### src/rtl/cellnet_sink_check.sv
// Far-end receiver of the cellnet four-phase req/ack link: acknowledges each word,
// checks generation order against the source's address/data sweep and counts errors.
`ifndef ADDRESS_SIZE
`define ADDRESS_SIZE 8
`endif
`ifndef DATA_SIZE
`define DATA_SIZE 8
`endif

module cellnet_sink_check #(
   parameter int unsigned MIN_ADDR = 1,
   parameter int unsigned MAX_ADDR = 1,
   parameter int unsigned ASZ      = `ADDRESS_SIZE,
   parameter int unsigned DSZ      = `DATA_SIZE,
   parameter int unsigned ACK_DLY  = 0,
   parameter int unsigned CNT_SZ   = 16
) (
   input  logic              i_clk,
   input  logic              i_rst,
   input  logic [ASZ-1:0]    i_addr,
   input  logic [DSZ-1:0]    i_dat,
   input  logic              i_req,
   output logic              o_ack,
   output logic [CNT_SZ-1:0] o_rcv_cnt,
   output logic [CNT_SZ-1:0] o_err_cnt,
   output logic              o_err,
   output logic [ASZ-1:0]    o_last_addr,
   output logic [DSZ-1:0]    o_last_dat
);

   localparam logic [ASZ-1:0] MIN_A    = ASZ'(MIN_ADDR);
   localparam logic [ASZ-1:0] MAX_A    = ASZ'(MAX_ADDR);
   localparam logic [7:0]     DLY_INIT = 8'(ACK_DLY);

   typedef enum logic [1:0] {IDLE, WAIT, ACK} state_t;

   state_t            state_q, state_d;
   logic [7:0]        dly_q, dly_d;
   logic              ack_q, ack_d;
   logic [CNT_SZ-1:0] rcv_q, rcv_d;
   logic [CNT_SZ-1:0] errc_q, errc_d;
   logic              err_q, err_d;
   logic [ASZ-1:0]    last_addr_q, last_addr_d;
   logic [DSZ-1:0]    last_dat_q, last_dat_d;
   logic              synced_q, synced_d;
   logic [ASZ-1:0]    exp_addr_q, exp_addr_d;
   logic [DSZ-1:0]    exp_dat_q, exp_dat_d;
   logic              word_bad;

   function automatic logic [CNT_SZ-1:0] sat_inc(input logic [CNT_SZ-1:0] v);
      return (&v) ? v : v + 1'b1;
   endfunction

   // Out-of-range and out-of-order collapse into a single error per word.
   assign word_bad = (i_addr < MIN_A) || (i_addr > MAX_A) ||
                     (i_addr != exp_addr_q) || (i_dat != exp_dat_q);

   always_comb begin
      state_d     = state_q;
      dly_d       = dly_q;
      ack_d       = ack_q;
      rcv_d       = rcv_q;
      errc_d      = errc_q;
      err_d       = err_q;
      last_addr_d = last_addr_q;
      last_dat_d  = last_dat_q;
      synced_d    = synced_q;
      exp_addr_d  = exp_addr_q;
      exp_dat_d   = exp_dat_q;
      case (state_q)
         IDLE: begin
            if (i_req) begin
               last_addr_d = i_addr;
               last_dat_d  = i_dat;
               rcv_d       = rcv_q + 1'b1;
               synced_d    = 1'b1;
               if (synced_q && word_bad) begin
                  errc_d = sat_inc(errc_q);
                  err_d  = 1'b1;
               end
               // Expectation always follows the captured word so one bad word resyncs.
               if (i_addr == MAX_A) begin
                  exp_addr_d = MIN_A;
                  exp_dat_d  = i_dat + 1'b1;
               end else begin
                  exp_addr_d = i_addr + 1'b1;
                  exp_dat_d  = i_dat;
               end
               if (ACK_DLY == 0) begin
                  state_d = ACK;
                  ack_d   = 1'b1;
               end else begin
                  state_d = WAIT;
                  dly_d   = DLY_INIT;
               end
            end
         end
         WAIT: begin
            if (!i_req) begin
               errc_d  = sat_inc(errc_q);
               err_d   = 1'b1;
               state_d = IDLE;
            end else if (dly_q == 8'd1) begin
               state_d = ACK;
               ack_d   = 1'b1;
            end else begin
               dly_d = dly_q - 8'd1;
            end
         end
         ACK: begin
            if (!i_req) begin
               ack_d   = 1'b0;
               state_d = IDLE;
            end
         end
         default: begin
            state_d = IDLE;
            ack_d   = 1'b0;
         end
      endcase
   end

   always_ff @(posedge i_clk or posedge i_rst) begin
      if (i_rst) begin
         state_q     <= IDLE;
         dly_q       <= '0;
         ack_q       <= 1'b0;
         rcv_q       <= '0;
         errc_q      <= '0;
         err_q       <= 1'b0;
         last_addr_q <= '0;
         last_dat_q  <= '0;
         synced_q    <= 1'b0;
         exp_addr_q  <= '0;
         exp_dat_q   <= '0;
      end else begin
         state_q     <= state_d;
         dly_q       <= dly_d;
         ack_q       <= ack_d;
         rcv_q       <= rcv_d;
         errc_q      <= errc_d;
         err_q       <= err_d;
         last_addr_q <= last_addr_d;
         last_dat_q  <= last_dat_d;
         synced_q    <= synced_d;
         exp_addr_q  <= exp_addr_d;
         exp_dat_q   <= exp_dat_d;
      end
   end

   assign o_ack       = ack_q;
   assign o_rcv_cnt   = rcv_q;
   assign o_err_cnt   = errc_q;
   assign o_err       = err_q;
   assign o_last_addr = last_addr_q;
   assign o_last_dat  = last_dat_q;

endmodule

### config.mk
export PLATFORM = sky130hd
export DESIGN_NAME = cellnet_sink_check
export DESIGN_NICKNAME = d
export VERILOG_FILES = /design/src/rtl/cellnet_sink_check.sv
export SDC_FILE = /design/constraint.sdc
export NUM_CORES = 1
export LEC_CHECK = 0
export ABC_CLOCK_PERIOD_IN_PS = 2700
export BUFFER_PORTS_ARGS = -buffer_cell sky130_fd_sc_hd__clkbuf_2
export CAP_MARGIN = 30
export CORE_ASPECT_RATIO = 0.5
export CORE_MARGIN = 5
export CORE_UTILIZATION = 54
export CTS_BUF_LIST = sky130_fd_sc_hd__clkbuf_16
export DETAILED_ROUTE_END_ITERATION = 16
export PLACE_DENSITY = 0.79
export SLEW_MARGIN = 20
export SYNTH_ARGS = -nofsm -noshare
export SYNTH_HDL_FRONTEND = slang
export SYNTH_SLANG_ARGS = --single-unit
### constraint.sdc
create_clock -name i_clk -period 2.7 [get_ports i_clk]
set_input_delay 0.675 -clock i_clk [delete_from_list [all_inputs] [get_ports i_clk]]
set_output_delay 0.675 -clock i_clk [all_outputs]
set_load 0.1 [all_outputs]
* Yosys cells after proc, flatten, opt, wreduce, memory -nomap -nowiden
Index checks and enable logic that the tools add are counted.
** Word-level totals
- Bits in registers :: 77
- Input bits :: 19
- Output and inout port bits :: 50
- Word-level logic and storage cells :: 65
** Operators by class
- $add $sub $neg :: 5
- Magnitude comparators :: 2
- Equality and inequality tests :: 13
- Multiplexer cells :: 21
- Bitwise logic cells :: 1
- Reductions and logical operators :: 12
** Operators with widths (count)
- $mux 16 :: 4
- $add 16x1->16 const B :: 2
- $pmux 16 s2 :: 1
- $add 8x1->8 const B :: 2
- $eq 8x1->1 const B :: 2
- $mux 8 :: 2
- $ne 8x8->1 :: 2
- $reduce_and 16->1 :: 1
- $ne 2x2->1 const B :: 6
- $gt 8x1->1 const B :: 1
- $lt 8x1->1 const B :: 1
- $mux 2 :: 4
- $reduce_and 4->1 :: 2
- $sub 8x1->8 const B :: 1
- $mux 1 :: 7
- $pmux 2 s3 :: 1
- $reduce_and 3->1 :: 2
- $logic_or 1x1->1 :: 3
- $ne 3x3->1 const B :: 1
- $pmux 1 s3 :: 1
- $eq 2x1->1 const B :: 1
- $eq 2x2->1 const B :: 1
- $logic_not 2->1 :: 1
- $pmux 1 s2 :: 1
- other kinds (4) :: 4

* Logic depth before layout (Yosys ltp)
- Depth after elaboration :: 8
- Gate-level depth with buffers :: 10
- Gate-level depth less buffers :: 9

* Worst setup path after synthesis
OpenSTA, ideal clock, no wires.
- Path kind :: input-to-reg
- Start :: input port i_addr[1]
- End :: register errc_q[6], in the netlist o_err_cnt[6]
- Library setup time :: 0.163 ns
- Arrival time :: 2.555 ns
- Data required time :: 2.537 ns
- Slack :: -0.018 ns
- Stages on the path :: 10
- Buffers on the path :: 1
- Cells stage by stage :: inv_1 ha_1 or4b_4 nor4_4 nand4_1 o21a_1 o21ai_4 buf_6 nor3_1 xor2_1
** Between the ends
- Cells in the longest elaborated chain, start to end :: 7
- Elaborated cells on any way between the ends :: 9
- Those cells by class :: 2 x order compare; 2 x eq/ne; 5 x reduce/logical
** Ends and longest elaborated chain
- start: declaration :: RTL line 20 : input logic [ASZ-1:0] i_addr,
- $lt 8x1->1 / $gt 8x1->1 (equally long branches) :: RTL line 55 : assign word_bad = (i_addr < MIN_A) || (i_addr > MAX_A) ||
- $logic_or 1x1->1 :: RTL line 55
- $logic_or 1x1->1 (*) :: RTL line 55
- $logic_or 1x1->1 (*) :: RTL line 56 : (i_addr != exp_addr_q) || (i_dat != exp_dat_q);
- $logic_and 1x1->1 (*) :: RTL line 77 : if (synced_q && word_bad) begin
- $ne 2x2->1 (no source line) (*)
- $reduce_and 4->1 (no source line) (*)
- end signal: assignment :: RTL line 141 : errc_q <= errc_d;
- end: declaration :: RTL line 41 : logic [CNT_SZ-1:0] errc_q, errc_d;
Every way passes the cells marked *; elsewhere a longest branch is shown, timed or not.
A chain may end at the register's enable or synchronous reset.

* Worst setup path in the final report
- Start :: input port i_addr[1]
- End :: register errc_q[1], in the netlist o_err_cnt[1]
Same word-level chain as after synthesis.

==> flow_summary.ini <==
[critical_path]
crit_slowest_cell = or4b_4
critPathMaxStageDelay_ps = 460
setup.worst_path.class = input port to flip-flop
crit_arrival_ps = 2620
worst-path-stages = 9
cp_num_buf_inv = 2
critPathCaptureType = flip-flop
crit_fanout = 10
cp_top_family = simple AND/OR/NAND/NOR gates
ff2ff_path_depth = 6
crit_chain = clkbuf_2 -> inv_4 -> ha_4 -> or4b_4 -> nor4_4 -> nand4_1 -> o21a_1 -> o21ai_4 -> mux2_2
required_ps = 2910
crit_path_start_kind = input port

[sta]
fmax_ghz = 0.4160
setup_violations = 0
finalHoldViolations = 0
fin_crit_sh_pct = 89.04
worst_slack_ps = 296.0
worst_pin_slew_ps = 552.2
fin_crit_ps = 2404
fin_tns_setup_ps = 0
fin_hold_ws_ps = 325.4
slew_viol_final = 0
relSlewSlack_pct = 63.34
rsz0062_at_grt = no
clock_skew_ps = 5.682

[logic_synthesis]
syn_inst = 294
netlist_top_cells_area = dfrtp_1 (52%), xor2_1 (11%), mux2_2 (6.6%), xnor2_1 (5.1%), ha_1 (3.5%)
yosysTopAreaCell = dfrtp_1
ys_types = 32
syn_area_sq_mm = 0.003236
avgSynthCellArea_sq_um = 11.01
yosysWarnings = 0
yosysSeqAreaShare_pct = 51.82
synth_top_area_share_pct = 51.82
synth_fp_nets = 322
synth_seq_cells = 67

[clocking]
post_cts_buffers = 0
htree_levels = 3
cts_made_buffers = 9
ctsRootBufferMaster = clkbuf_16
clock_sinks = 67
clk_pin_slew_worst_paths_ps = 50
ctsResizeCount = 0
cts_tree = yes
insertion_delay_ps = 330
cts.path.max_buffers = 2
cts.hold.buffers_added = 0

[cells_and_area]
fill_cells = 417
fin_area_sq_mm = 0.003981
seqCellArea_sq_mm = 0.001677
multi_input_area_sq_mm = 0.001489
diodes = 0
area_delta_synth_final_pct = 23.05
fin_nets = 401
stdcell_count = 450
final_core_util_pct = 70.66
drive_above_1_share_pct = 32.10

[power]
seqPwrFrac_pct = 30.9
p_int_mw = 2.461
p_sw_share_pct = 52.88
combPwrFrac_pct = 50.0
power_frac_clock_pct = 19.1
powerDensity_mw_per_mm2 = 1312
peakVddDrop_v = 0.0009810
cellLeakagePower_nw = 1.875
report.power.total_mw = 5.224
netSwitchingPower_mw = 2.762

[die]
start_util_pct = 57.43
num_rows = 19
die_height_um = 64.74
num_io_pins = 69
die_area_sq_mm = 0.007734
die_w_um = 119.5
core_sq_mm = 0.005634

[place]
port-buffer-count = 68
placed_cell_area_sq_mm = 0.003732
dp_hpwl_um = 4861
place_ws_ps = -51.43
gp_congestion = 0.8023
dpl.cell_count = 435

[detailed_routing]
dr.pass1.iters = 4
antenna_left = 0
num_vias = 2353
route.detailed.drc = 0
routed_via_density = 5.229
totalWireLength_um = 6715
wl_per_cell_um = 14.92
drtIter0Drc = 129

[global_route]
antenna_found_initial = 0
grt_pass1_vias = 2414
grt_usage_pct = 18.86
grt_max_degree = 53
grt_overflow = 0
grt_pass1_wl_um = 11460

[outcome]
status = completed

[job]
drv_cap = 0

[hold_path]
hold_class = input port to asynchronous set/reset pin
[cells in the final DEF, fill, tap and decap left out, types with 2 or more instances in the layout]
cell,n
clkbuf_2,68
dfrtp_1,67
xor2_1,39
nor2_1,28
xnor2_1,19
nand2_1,19
mux2_2,19
nand3_1,15
a21oi_1,13
inv_1,10
nand4_1,9
clkbuf_16,9
buf_4,9
nor4_1,7
ha_1,7
nor3_1,6
clkinv_1,5
or2_2,3
and3_1,2
nand2b_1,2
o22ai_1,2
[metal layers]
layer | GRT usage (%) | routed length [um] | vias up | part of all wire, %
met5 | 0 | 0 | - | 0
met3 | 7.124 | 398 | 9 | 5.9
met1 | 22.60 | 2946 | 1148 | 44
met2 | 32.09 | 3290 | 47 | 49
li1 | - | - | 1149 | -
met4 | 5.991 | 80 | 0 | 1.2
[synthesized netlist by cell type]
master	instances
nor4_1	7
and2_1	1
buf_6	1
or4b_4	1
o21ai_0	1
nor2_1	28
clkbuf_1	7
nand4_1	9
xnor2_1	19
nand3_1	15
a21o_2	1
xor2_1	39
o21a_1	1
dfrtp_1	67
nand2_1	19
mux2i_1	1
a21oi_1	13
o31a_1	1
nor4_4	1
ha_1	9
nor3_1	7
o21ai_4	1
and4_2	1
inv_1	12
o22a_2	1
buf_1	2
o22ai_1	2
nand2b_1	2
and4_1	1
mux2_2	19
and3_1	2
or2_2	3
[cells by family (layout without fill, tap and decap cells)]
group / Yosys count / after routing / share of synthesized area [%]
compound gates: 21 / 21 / 4.138
xor+xnor: 58 / 58 / 15.70
fa+ha+maj: 9 / 9 / 3.480
buf+inv: 22 / 105 / 2.784
flops: 67 / 67 / 51.82
mux: 20 / 20 / 6.922
simple gates: 97 / 97 / 15.16
[state kept, by name, summed over array words and instances (netlist names)]
| register | count |
|---|---|
| synced_q | 1 |
| o_last_addr | 8 |
| exp_addr_q | 8 |
| o_rcv_cnt | 16 |
| o_last_dat | 8 |
| o_ack | 1 |
| exp_dat_q | 8 |
| o_err_cnt | 16 |
| o_err | 1 |
[power by group through the flow]
stage	logic [mW]	clock network (mW)	registers, mW
floorplan	0.624	0	3.16
global placement	2.58	0	1.61
detailed placement	2.62	0	1.63
CTS	2.63	1.01	1.62
global route	2.73	1.06	1.67
finish	2.61	0.997	1.62
[final timing paths]
check | from | to | slack [ps]
min in group i_clk | o_rcv_cnt[15]$_DFFE_PP0P_ | o_rcv_cnt[15]$_DFFE_PP0P_ | 460
worst min register to register | o_rcv_cnt[15]$_DFFE_PP0P_ | o_rcv_cnt[15]$_DFFE_PP0P_ | 460
max in group asynchronous | i_rst | exp_dat_q[0]$_DFFE_PP0P_ | 1780
worst min-delay path | i_rst | o_err_cnt[4]$_DFFE_PP0P_ | 330
worst max-delay path | i_addr[1] | o_err_cnt[1]$_DFFE_PP0P_ | 300
worst max register to register | o_err_cnt[6]$_DFFE_PP0P_ | o_err_cnt[1]$_DFFE_PP0P_ | 600
[final cells by class]
type / instances / area share (%)
clock buffer: 9 / 5.657
timing repair buffer: 78 / 10.75
sequential: 67 / 42.11
inverter: 12 / 1.194
clock inverter: 6 / 0.5971
multi-input combinational: 205 / 37.40
tap: 73 / 2.294
Power figures use the tool's default switching activity.
